`src/rtl/cordic_pkg.sv`:
```
// Shared constants for the CORDIC cosine datapath: default widths, the 1/K
// seed for x0 and the Q2.19 arctangent table the caller walks through.
package cordic_pkg;
  localparam int CORDIC_WORD_LENGTH = 21;
  localparam int CORDIC_ITER_WIDTH  = 5;
  localparam int CORDIC_LUT_DEPTH   = 17;

  localparam logic [CORDIC_WORD_LENGTH-1:0] CORDIC_INV_K = 21'h04DBA7;

  // atan(2^-i) * 2^19, rounded to nearest
  localparam logic [CORDIC_WORD_LENGTH-1:0] CORDIC_ATAN_LUT [CORDIC_LUT_DEPTH] = '{
    21'h06487F, 21'h03B58D, 21'h01F5B7, 21'h00FEAE,
    21'h007FD5, 21'h003FFB, 21'h001FFF, 21'h001000,
    21'h000800, 21'h000400, 21'h000200, 21'h000100,
    21'h000080, 21'h000040, 21'h000020, 21'h000010,
    21'h000008
  };
endpackage

```
`src/rtl/cordic_addsub.sv`:
```
// Signed add/subtract used for each CORDIC axis; wraps by default, clamps to
// the signed range when CORDIC_SATURATE_EN is defined.
module cordic_addsub #(
  parameter int WORD_LENGTH = 21
) (
  input  logic [WORD_LENGTH-1:0] a_i,
  input  logic [WORD_LENGTH-1:0] b_i,
  input  logic                   sub_i,
  output logic [WORD_LENGTH-1:0] sum_o
);
  logic [WORD_LENGTH-1:0] b_eff;
  logic [WORD_LENGTH-1:0] raw;

  assign b_eff = sub_i ? ~b_i : b_i;
  assign raw   = a_i + b_eff + {{(WORD_LENGTH-1){1'b0}}, sub_i};

`ifdef CORDIC_SATURATE_EN
  logic ovf;
  // Same-sign operands producing an opposite-sign result means overflow;
  // the direction follows the operand sign.
  assign ovf   = (a_i[WORD_LENGTH-1] == b_eff[WORD_LENGTH-1]) &&
                 (raw[WORD_LENGTH-1] != a_i[WORD_LENGTH-1]);
  assign sum_o = !ovf ? raw :
                 a_i[WORD_LENGTH-1] ? {1'b1, {(WORD_LENGTH-1){1'b0}}}
                                    : {1'b0, {(WORD_LENGTH-1){1'b1}}};
`else
  assign sum_o = raw;
`endif
endmodule

```
`src/rtl/cordic_iteration.sv`:
```
// One rotation-mode CORDIC micro-rotation with registered outputs.
// Optional CORDIC_SATURATE_EN makes the three adders saturate instead of wrap.
module cordic_iteration
  import cordic_pkg::*;
#(
  parameter int WORD_LENGTH = CORDIC_WORD_LENGTH,
  parameter int ITER_WIDTH  = CORDIC_ITER_WIDTH
) (
  input  logic                   clk,
  input  logic                   rst,
  input  logic                   valid_i,
  input  logic [WORD_LENGTH-1:0] x_i,
  input  logic [WORD_LENGTH-1:0] y_i,
  input  logic [WORD_LENGTH-1:0] z_i,
  input  logic [WORD_LENGTH-1:0] alpha_i,
  input  logic [ITER_WIDTH-1:0]  iteration_i,
  output logic                   valid_o,
  output logic [WORD_LENGTH-1:0] next_x_o,
  output logic [WORD_LENGTH-1:0] next_y_o,
  output logic [WORD_LENGTH-1:0] next_z_o
);
  logic [WORD_LENGTH-1:0] xs, ys;
  logic [WORD_LENGTH-1:0] x_rot, y_rot, z_rot;
  logic                   z_neg;

  logic [WORD_LENGTH-1:0] next_x_d, next_y_d, next_z_d;
  logic [WORD_LENGTH-1:0] next_x_q, next_y_q, next_z_q;
  logic                   valid_d, valid_q;

  // Shifts past the word width sign-fill to 0 or all ones.
  assign xs    = $signed(x_i) >>> iteration_i;
  assign ys    = $signed(y_i) >>> iteration_i;
  assign z_neg = z_i[WORD_LENGTH-1];

  cordic_addsub #(.WORD_LENGTH(WORD_LENGTH)) u_add_x (
    .a_i(x_i), .b_i(ys), .sub_i(!z_neg), .sum_o(x_rot)
  );
  cordic_addsub #(.WORD_LENGTH(WORD_LENGTH)) u_add_y (
    .a_i(y_i), .b_i(xs), .sub_i(z_neg), .sum_o(y_rot)
  );
  cordic_addsub #(.WORD_LENGTH(WORD_LENGTH)) u_add_z (
    .a_i(z_i), .b_i(alpha_i), .sub_i(!z_neg), .sum_o(z_rot)
  );

  always_comb begin
    next_x_d = next_x_q;
    next_y_d = next_y_q;
    next_z_d = next_z_q;
    valid_d  = valid_i;
    if (valid_i) begin
      next_x_d = x_rot;
      next_y_d = y_rot;
      next_z_d = z_rot;
    end
  end

  always_ff @(posedge clk) begin
    if (!rst) begin
      next_x_q <= '0;
      next_y_q <= '0;
      next_z_q <= '0;
      valid_q  <= 1'b0;
    end else begin
      next_x_q <= next_x_d;
      next_y_q <= next_y_d;
      next_z_q <= next_z_d;
      valid_q  <= valid_d;
    end
  end

  assign next_x_o = next_x_q;
  assign next_y_o = next_y_q;
  assign next_z_o = next_z_q;
  assign valid_o  = valid_q;
endmodule

```
`config.mk`:
```
export PLATFORM = sky130hd
export DESIGN_NAME = cordic_iteration
export DESIGN_NICKNAME = d
export VERILOG_FILES = /design/src/rtl/cordic_pkg.sv /design/src/rtl/cordic_addsub.sv /design/src/rtl/cordic_iteration.sv
export SDC_FILE = /design/constraint.sdc
export NUM_CORES = 1
export LEC_CHECK = 0
export BUFFER_PORTS_ARGS = -buffer_cell sky130_fd_sc_hd__clkbuf_2
export CORE_ASPECT_RATIO = 1.4
export CORE_MARGIN = 4
export CORE_UTILIZATION = 57
export DETAILED_ROUTE_END_ITERATION = 7
export PLACE_DENSITY = 0.82
export SYNTH_ARGS = -nofsm -noshare
export SYNTH_HDL_FRONTEND = slang
export SYNTH_SLANG_ARGS = --single-unit
```
`constraint.sdc`:
```
create_clock -name clk -period 5.3 [get_ports clk]
set_input_delay 0.53 -clock clk [delete_from_list [all_inputs] [get_ports clk]]
set_output_delay 0.53 -clock clk [all_outputs]
set_load 0.03 [all_outputs]
```
==> results of run 1 <==
layer usage:
layer	vias up	global-route usage [%]	part of all wire, %
met5	-	0	0
met4	0	12.48	4.0
met3	58	4.172	7.4
met2	330	51.68	50
met1	3695	35.38	39
li1	3857	-	-
worst reg2reg max path: stages (launching register included):
cell and delay (ns):
dfxtp_1 0.32, and3_1 0.17, a311o_1 0.32
worst min-delay path by stage:
| stage | start | to | cells past startpoint |
|---|---|---|---|
| finish | next_y_o[10]$_SDFFE_PN0P_ | next_y_o[10]$_SDFFE_PN0P_ | 2 |
| global route | next_y_o[10]$_SDFFE_PN0P_ | next_y_o[10]$_SDFFE_PN0P_ | 2 |
| CTS | next_y_o[10]$_SDFFE_PN0P_ | next_y_o[10]$_SDFFE_PN0P_ | 2 |
| detailed placement | next_y_o[10]$_SDFFE_PN0P_ | next_y_o[10]$_SDFFE_PN0P_ | 2 |
| global placement | next_y_o[10]$_SDFFE_PN0P_ | next_y_o[10]$_SDFFE_PN0P_ | 2 |
| floorplan | next_y_o[10]$_SDFFE_PN0P_ | next_y_o[10]$_SDFFE_PN0P_ | 2 |
power by group:
part	leakage, nW	switching (mW)	internal, mW
Combinational	3.42	0.803	0.523
Clock	0.145	0.222	0.378
Sequential	0.529	0.0417	0.557
cell families (layout without fill, tap and decap cells):
logic type,Yosys count,after routing,synth area share [%]
XOR/XNOR,87,87,9.850
flip-flops,64,64,16.56
buffers and inverters,96,229,4.820
AO/OA/AOI/OAI,298,298,24.79
multiplexers,97,97,17.13
adder cells (fa/ha/maj),60,60,9.995
AND/OR/NAND/NOR,280,280,16.85
cell usage in the layout, fill, tap and decap left out, types with 32 or more instances in the layout:
| master | count |
|---|---|
| clkbuf_2 | 154 |
| nand2_1 | 68 |
| xor2_1 | 32 |
| a21oi_1 | 86 |
| dfxtp_1 | 64 |
| a21o_1 | 32 |
| xnor2_1 | 55 |
| o21ai_0 | 68 |
| mux2i_1 | 57 |
| ha_1 | 57 |
| nand3_1 | 33 |
| inv_1 | 33 |
| nor2_1 | 91 |
state kept, by name, indices dropped and copies added, names as in the netlist:
register  count
next_z_o     21
next_x_o     21
valid_o       1
next_y_o     21
cell type report:
class,count,share of cell area (%)
multi-input combinational,822,67.73
sequential,64,14.27
timing repair buffer,178,10.59
clock buffer,10,2.661
tap,182,2.536
inverter,35,1.463
clock inverter,6,0.7524
==> metrics.txt, run 1 <==
status complete, no violations; routed wire length 23250 um; slowest CP cell mux4_2; Worst R2R Start next_x_o[19]$_SDFFE_PN0P_; hold bufs inserted after CTS 0; Root Buffer clkbuf_16; Fill cells 1167; Setup Skew 0 ns; Sinks on Clock Net 64; Clock Latency Late Sink 0.33 ns; global-route wire length before repair 37570 um; DR DRC count 0; Final Cell Area 0.008980 mm2; Max Fclk 215.1 MHz; Pwr Total 2.525 mW; Bufs and invs on worst path 3; Synth top area share 16.56%; CTS H-tree lvls 3; P&R area growth vs syn 16.08%; startpoint types input port; GR Util All Layers 29.35%; Critical Path Max Stage Delay 0.59 ns; Reg area 0.001281 mm2; WP data required 5.52 ns; fin. max-slew vios 0; beginning of the critical path iteration_i[0]; Post-synth top flop dfxtp_1; Clk pin slew, worst setup/hold paths 0.06 ns; FFs w/ async S/R, synth 0%; most common cell in the netlist nor2_1; Inserted Clock Buffers 9; pre-CTS setup slack 0.2939 ns; Nets 1262; Seq cells post-synth 64; Period minus WS final 4.648 ns; share of cells above drive strength 1 22.42%; postcts setup bufs 0; Crit Path Category input port to flip-flop; Util after Layout 67.39%; Starting Density 58.06%; Vert. Die Dim 145.8 um; Lkg Pwr 4.093 nW; # setup viols final 0; Slew @ Worst Pin 0.7585 ns; worst-path maximum fanout 25; DRT Pass-1 Iters 5; Core ar. 0.01333 mm2; Cells after Synth 982; row count 50; r2r endpoint next_x_o[19]$_SDFFE_PN0P_; peak supply drop 0.2158 mV; Post-synth EDFFs 0; Max clock buf depth 2; syn nets 1134; DP HPWL 18300 um; pin count of the biggest net entering global routing 57; Worst Path Arrival 4.87 ns; syn_area_per_cell 7.878 um2; reg2reg path depth 2; Vias/cell 6.122; post-cts resize count 0; Non-Filler Instances 1297; Final TNS setup 0 ns; mapped cell area 0.007736 mm2; synth warn 0; grt total ovfl 0; full die area 0.01553 mm2; Hold Vio Cnt, Final 0; WL/cell 17.92 um; worst rel slew slack 49.12%; PD cells 281.1 mW/mm2; DP Cell Count 1281; hold_ws 0.4613 ns; crit end category flip-flop; cell depth of the worst setup path 17; I/O Buffers 155; number of global-route vias before repair 7664; setup ws final 0.6518 ns; Final Cycle Share 87.70%; unrepaired setup endpoints after global routing false; Tightest Hold Check Type flip-flop to flip-flop; Routed Antenna Nets 0; die width 106.5 um; CP endpoint next_x_o[18]$_SDFFE_PN0P_; top post-synthesis cells by count nor2_1, a21oi_1, nand2_1, o21ai_0, dfxtp_1; multi-input logic area 0.006082 mm2; sequential area share after synthesis 16.56%; Ant. Diodes 0; Yosys top cell by area dfxtp_1; CP delay by family, top multiplexers; Routability Congestion 0.9549; Max-cap violations 0; DR vias 7940; Placed Area 0.008673 mm2; R2R setup slack 4.39 ns; # IOs 156; starting DRC count in detailed routing 467; crit-path cells clkbuf_2, mux4_2, a21boi_0, inv_1, mux4_2, xnor2_1, inv_1, fa_1, nor2b_1, o21ai_0, nand2_1, a221o_1, a21oi_1, o21a_1, nor3b_1, mux2_2, o311ai_0; Distinct cells, synth 68; initial antenna violation count 0; Area contributors post-synth dfxtp_1, ha_1, mux2i_1, mux4_2, xnor2_1; TritonCTS clock tree built
No activity file was read; power rests on OpenSTA's default activity.
==> run 2: changes to the inputs <==
--- a/config.mk
+++ b/config.mk
@@ -6,7 +6,7 @@
 export NUM_CORES = 1
 export LEC_CHECK = 0
 export BUFFER_PORTS_ARGS = -buffer_cell sky130_fd_sc_hd__clkbuf_2
-export CORE_ASPECT_RATIO = 1.4
+export CORE_ASPECT_RATIO = 0.75
 export CORE_MARGIN = 4
 export CORE_UTILIZATION = 57
 export DETAILED_ROUTE_END_ITERATION = 7
==> run 2 against run 1 <==
Effect of this change: global-route usage is 0.40 points lower; clock skew unchanged; register-to-register slack hardly changed; power fell by 2.6%; count of clock-buffer cells in the layout down 1; die area is essentially flat; flip-flop and latch count unchanged; via count shrank 0.65%; largest power group unchanged.
==> metrics.txt, run 2 (synthesized netlist as in run 1, its figures left out) <==
status complete, no violations; Max clock buf depth 2 (unchanged); global-route wire length before repair 36630 um (-2.5%); peak supply drop 0.2067 mV (-4.2%); TritonCTS clock tree built; worst-path maximum fanout 21 (-16%); Lkg Pwr 4.063 nW (-0.74%); DP HPWL 17990 um (-1.7%); CP delay by family, top compound AO/OA/AOI/OAI gates; Period minus WS final 4.635 ns (-0.01283 ns); Root Buffer clkbuf_16; startpoint types input port; Ant. Diodes 0 (unchanged); # setup viols final 0 (unchanged); PD cells 276.2 mW/mm2 (-1.8%); full die area 0.01552 mm2 (about the same); die width 142.5 um (+34%); Sinks on Clock Net 64 (unchanged); Routability Congestion 0.9817 (+2.8%); Placed Area 0.008635 mm2 (-0.45%); routed wire length 22730 um (-2.2%); Final TNS setup 0 ns (unchanged); Tightest Hold Check Type flip-flop to flip-flop; I/O Buffers 155 (unchanged); # IOs 156 (unchanged); GR Util All Layers 28.96% (-0.40 points); leading cell type in the layout, fill and taps excluded clkbuf_2; CTS H-tree lvls 3 (unchanged); min-delay src next_y_o[18]$_SDFFE_PN0P_; crit-path cells clkbuf_2, mux4_2, mux2_2, o21ai_0, o21ai_0, xnor2_1, ha_1, a21o_1, a21o_1, a21o_1, a21o_1, a21oi_1, o22ai_2, o311ai_1, a2111oi_0, a311o_1; Clk pin slew, worst setup/hold paths 0.06 ns (about the same); starting DRC count in detailed routing 659 (+41%); Slew @ Worst Pin 0.7108 ns (-0.04770 ns); number of global-route vias before repair 7081 (-7.6%); Worst Path Arrival 4.86 ns (about the same); beginning of the critical path iteration_i[0]; share of cells above drive strength 1 22.16% (-0.26 points); Setup Skew 0 ns (unchanged); postcts setup bufs 0 (unchanged); Core ar. 0.01315 mm2 (-1.3%); grt total ovfl 0 (unchanged); DR DRC count 0 (unchanged); pin count of the biggest net entering global routing 48 (-16%); crit end category flip-flop; Critical Path Max Stage Delay 0.62 ns (+0.03 ns); unrepaired setup endpoints after global routing false; commonest cells after routing, fill and taps aside clkbuf_2, nor2_1, a21oi_1; row count 36 (-28%); Crit Path Category input port to flip-flop; Util after Layout 67.72% (+0.33 points); Nets 1257 (-0.40%); Worst R2R Start next_x_o[19]$_SDFFE_PN0P_; post-cts resize count 0 (unchanged); Fill cells 1135 (-2.7%); Max-cap violations 0 (unchanged); slowest CP cell mux4_2; WP data required 5.52 ns (about the same); most frequent CP cell a21o_1; DR vias 7888 (-0.65%); P&R area growth vs syn 15.14%; initial antenna violation count 0 (unchanged); Hold Vio Cnt, Final 0 (unchanged); Bufs and invs on worst path 1 (-2); Starting Density 58.82% (+0.76 points); worst rel slew slack 52.62% (+3.5 points); Final Cell Area 0.008907 mm2 (-0.81%); Inserted Clock Buffers 9 (unchanged); Clock Latency Late Sink 0.33 ns (about the same); fin. max-slew vios 0 (unchanged); Final Cycle Share 87.46% (-0.24 points); DRT Pass-1 Iters 8 (+3); Max Fclk 215.7 MHz (+0.28%); Vert. Die Dim 108.9 um (-25%); Routed Antenna Nets 0 (unchanged); WL/cell 17.74 um (-1.0%); hold bufs inserted after CTS 0 (unchanged); Vias/cell 6.158 (+0.59%)
## run 2: changes by cell type in the layout (fill, tap and decap cells not counted)
cell	before	now
buf_4	24	18
clkbuf_8	1	0
inv_2	0	1
buf_12	0	1
bufinv_16	1	0
clkinv_2	1	3
clkinv_1	2	1
## run 2: layout make-up
type,count,area [um2],area share (%)
tap,171,214.0,2.402
timing repair buffer,173,925.9,10.39
clock buffer,9,225.2,2.528
sequential,64,1281,14.38
multi-input combinational,822,6082,68.28
clock inverter,7,47.55,0.5338
inverter,35,131.4,1.475
## run 2: per-layer routing
layer,GRT usage [%],vias to the layer above,routed length (um)
met5,0,-,0
met4,7.531,0,519
met3,5.129,38,2316
met2,42.33,400,9417
met1,43.73,3605,10470
li1,-,3845,-
## run 2: per-stage QoR
stage / hold WS [ns] / cells / worst slack [ns] / power (mW)
detailed placement: 0.4512 / 1265 / 0.3997 / 1.903
floorplan: 0.5800 / 982 / 0.6806 / 1.569
CTS: 0.4599 / 1281 / 0.7530 / 2.455
finish: 0.4591 / 1281 / 0.6647 / 2.460
global route: 0.4755 / 1281 / 0.3900 / 2.622
global placement: 0.4511 / 1265 / 0.5536 / 1.884
## run 2: where the power goes
group	internal (mW)	switching [mW]
clock network	0.316	0.227
logic	0.519	0.801
registers	0.557	0.0404
total	1.39	1.07
## run 2: worst register-to-register path: cells and delay by family (launching register included)
kind	cells	cell delay, ns
compound gates	1	0.32
simple gates	1	0.18
flops	1	0.31
## run 2: final timing paths
path              slack [ns]  depth (start not counted)                   endpoint
setup / recovery        0.66                         16  next_x_o[19]$_SDFFE_PN0P_
hold / removal          0.46                          2  next_y_o[18]$_SDFFE_PN0P_
setup reg to reg        4.38                          2  next_x_o[19]$_SDFFE_PN0P_
hold reg to reg         0.46                          2  next_y_o[18]$_SDFFE_PN0P_
==> run 3: changes to the inputs <==
--- a/config.mk
+++ b/config.mk
@@ -6,10 +6,10 @@
 export NUM_CORES = 1
 export LEC_CHECK = 0
 export BUFFER_PORTS_ARGS = -buffer_cell sky130_fd_sc_hd__clkbuf_2
-export CORE_ASPECT_RATIO = 0.75
 export CORE_MARGIN = 4
 export CORE_UTILIZATION = 57
 export DETAILED_ROUTE_END_ITERATION = 7
+export HOLD_SLACK_MARGIN = 0.06
 export PLACE_DENSITY = 0.82
 export SYNTH_ARGS = -nofsm -noshare
 export SYNTH_HDL_FRONTEND = slang
==> run 3 against run 2 <==
Effect of this change: via count is 0.42% higher; combinational power hardly changed; critical path depth is 1 higher; largest power group unchanged.
==> metrics.txt, run 3 (synthesized netlist as in run 1, its figures left out) <==
status complete, no violations; startpoint types input port; r2r endpoint next_x_o[19]$_SDFFE_PN0P_; fin. max-slew vios 0 (unchanged); grt total ovfl 0 (unchanged); GR Util All Layers 28.56% (-0.40 points); die width 124.5 um (-13%); leading cell type in the layout, fill and taps excluded clkbuf_2; min-delay src next_y_o[10]$_SDFFE_PN0P_; Routed Antenna Nets 0 (unchanged); worst-path maximum fanout 20 (-4.8%); Clk pin slew, worst setup/hold paths 0.06 ns (about the same); Max Fclk 204.6 MHz (-5.1%); Worst R2R Start next_x_o[19]$_SDFFE_PN0P_; Routability Congestion 0.9832 (+0.15%); Clock Latency Late Sink 0.33 ns (about the same); hold bufs inserted after CTS 0 (unchanged); Util after Layout 67.80% (+0.078 points); row count 42 (+17%); post-cts resize count 0 (unchanged); Inserted Clock Buffers 9 (unchanged); TritonCTS clock tree built; DR vias 7921 (+0.42%); P&R area growth vs syn 16.06%; Worst Path Arrival 5.10 ns (+0.24 ns); pin count of the biggest net entering global routing 56 (+17%); Final Cycle Share 92.20% (+4.7 points); initial antenna violation count 0 (unchanged); Ant. Diodes 0 (unchanged); number of global-route vias before repair 7238 (+2.2%); Period minus WS final 4.887 ns (+0.2514 ns); Slew @ Worst Pin 0.9977 ns (+0.2869 ns); Crit Path Category input port to flip-flop; WP data required 5.51 ns (about the same); Tightest Hold Check Type flip-flop to flip-flop; PD cells 281.5 mW/mm2 (+1.9%); I/O Buffers 155 (unchanged); DP Cell Count 1276 (+0.87%); crit end category flip-flop; Vert. Die Dim 124.5 um (+14%); Nets 1263 (+0.48%); # setup viols final 0 (unchanged); global-route wire length before repair 36950 um (+0.87%); R2R setup slack 4.42 ns (+0.04 ns); DRT Pass-1 Iters 5 (-3); Max clock buf depth 2 (unchanged); CTS H-tree lvls 3 (unchanged); Non-Filler Instances 1292 (+0.86%); full die area 0.01550 mm2 (-0.12%); starting DRC count in detailed routing 603 (-8.5%); Max-cap violations 0 (unchanged); Vias/cell 6.131 (-0.44%); Final TNS setup 0 ns (unchanged); peak supply drop 0.1912 mV (-7.5%); Starting Density 58.42% (-0.40 points); reg2reg path depth 2 (unchanged); Setup Skew 0 ns (unchanged); postcts setup bufs 0 (unchanged); share of cells above drive strength 1 22.58% (+0.42 points); WL/cell 17.67 um (-0.38%); routed wire length 22830 um (+0.48%); # IOs 156 (unchanged); Hold Vio Cnt, Final 0 (unchanged); Core ar. 0.01324 mm2 (+0.69%); CP endpoint next_x_o[18]$_SDFFE_PN0P_; beginning of the critical path iteration_i[0]; worst rel slew slack 33.41% (-19 points); DR DRC count 0 (unchanged); DP HPWL 17900 um (-0.53%); unrepaired setup endpoints after global routing false; Lkg Pwr 4.098 nW (+0.86%); commonest cells after routing, fill and taps aside clkbuf_2, nor2_1, a21oi_1; Root Buffer clkbuf_16; Sinks on Clock Net 64 (unchanged)
[run 3: layout make-up]
class,instances,area [um2]
Clock inverter,7,80.08
Timing Repair Buffer,179,958.4
Inverter,35,131.4
Sequential cell,64,1281
Multi-Input combinational cell,822,6082
Clock buffer,9,225.2
Tap cell,176,220.2
Fill cell,1140,4264
[run 3: how the worst min path moves through the flow]
| stage | cells after the start | to |
|---|---|---|
| after floorplan | 2 | next_y_o[10]$_SDFFE_PN0P_ |
| after global placement | 2 | next_y_o[10]$_SDFFE_PN0P_ |
| after detailed placement | 2 | next_y_o[10]$_SDFFE_PN0P_ |
| after CTS | 2 | next_y_o[10]$_SDFFE_PN0P_ |
| after global routing | 2 | next_y_o[10]$_SDFFE_PN0P_ |
| final | 2 | next_y_o[10]$_SDFFE_PN0P_ |
[run 3: stage by stage]
stage	total power, mW	cell area, um2	setup WS (ns)	hold WS [ns]
finish	2.527	8979	0.4132	0.4610
global route	2.691	8979	0.2478	0.4828
CTS	2.523	8979	0.5541	0.4641
detailed placement	1.909	8673	0.2482	0.4536
global placement	1.891	8673	0.2723	0.4506
floorplan	1.569	7736	0.6806	0.5800
[run 3: critical path, stage by stage]
cell	delay (ns)
clkbuf_2	0.45
mux4_2	0.59
a21boi_0	0.62
inv_1	0.10
mux4_2	0.49
xnor2_1	0.23
inv_1	0.09
fa_1	0.38
nor2b_1	0.18
o21ai_0	0.14
nand2_1	0.14
a221o_1	0.15
a21oi_1	0.13
o21a_1	0.23
nor3b_1	0.19
mux2_2	0.35
o311ai_0	0.09
[run 3: metal layers]
layer	GRT usage (%)	vias to the layer above	part of all wire [%]
met2	44.78	327	45
li1	-	3850	-
met3	5.403	42	8.0
met1	40.01	3702	44
met4	8.382	0	2.5
met5	0	-	0
[run 3: power by group]
part / switching [mW] / internal (mW)
combinational: 0.803 / 0.523
sequential: 0.0413 / 0.557
clock: 0.234 / 0.369
total: 1.08 / 1.45
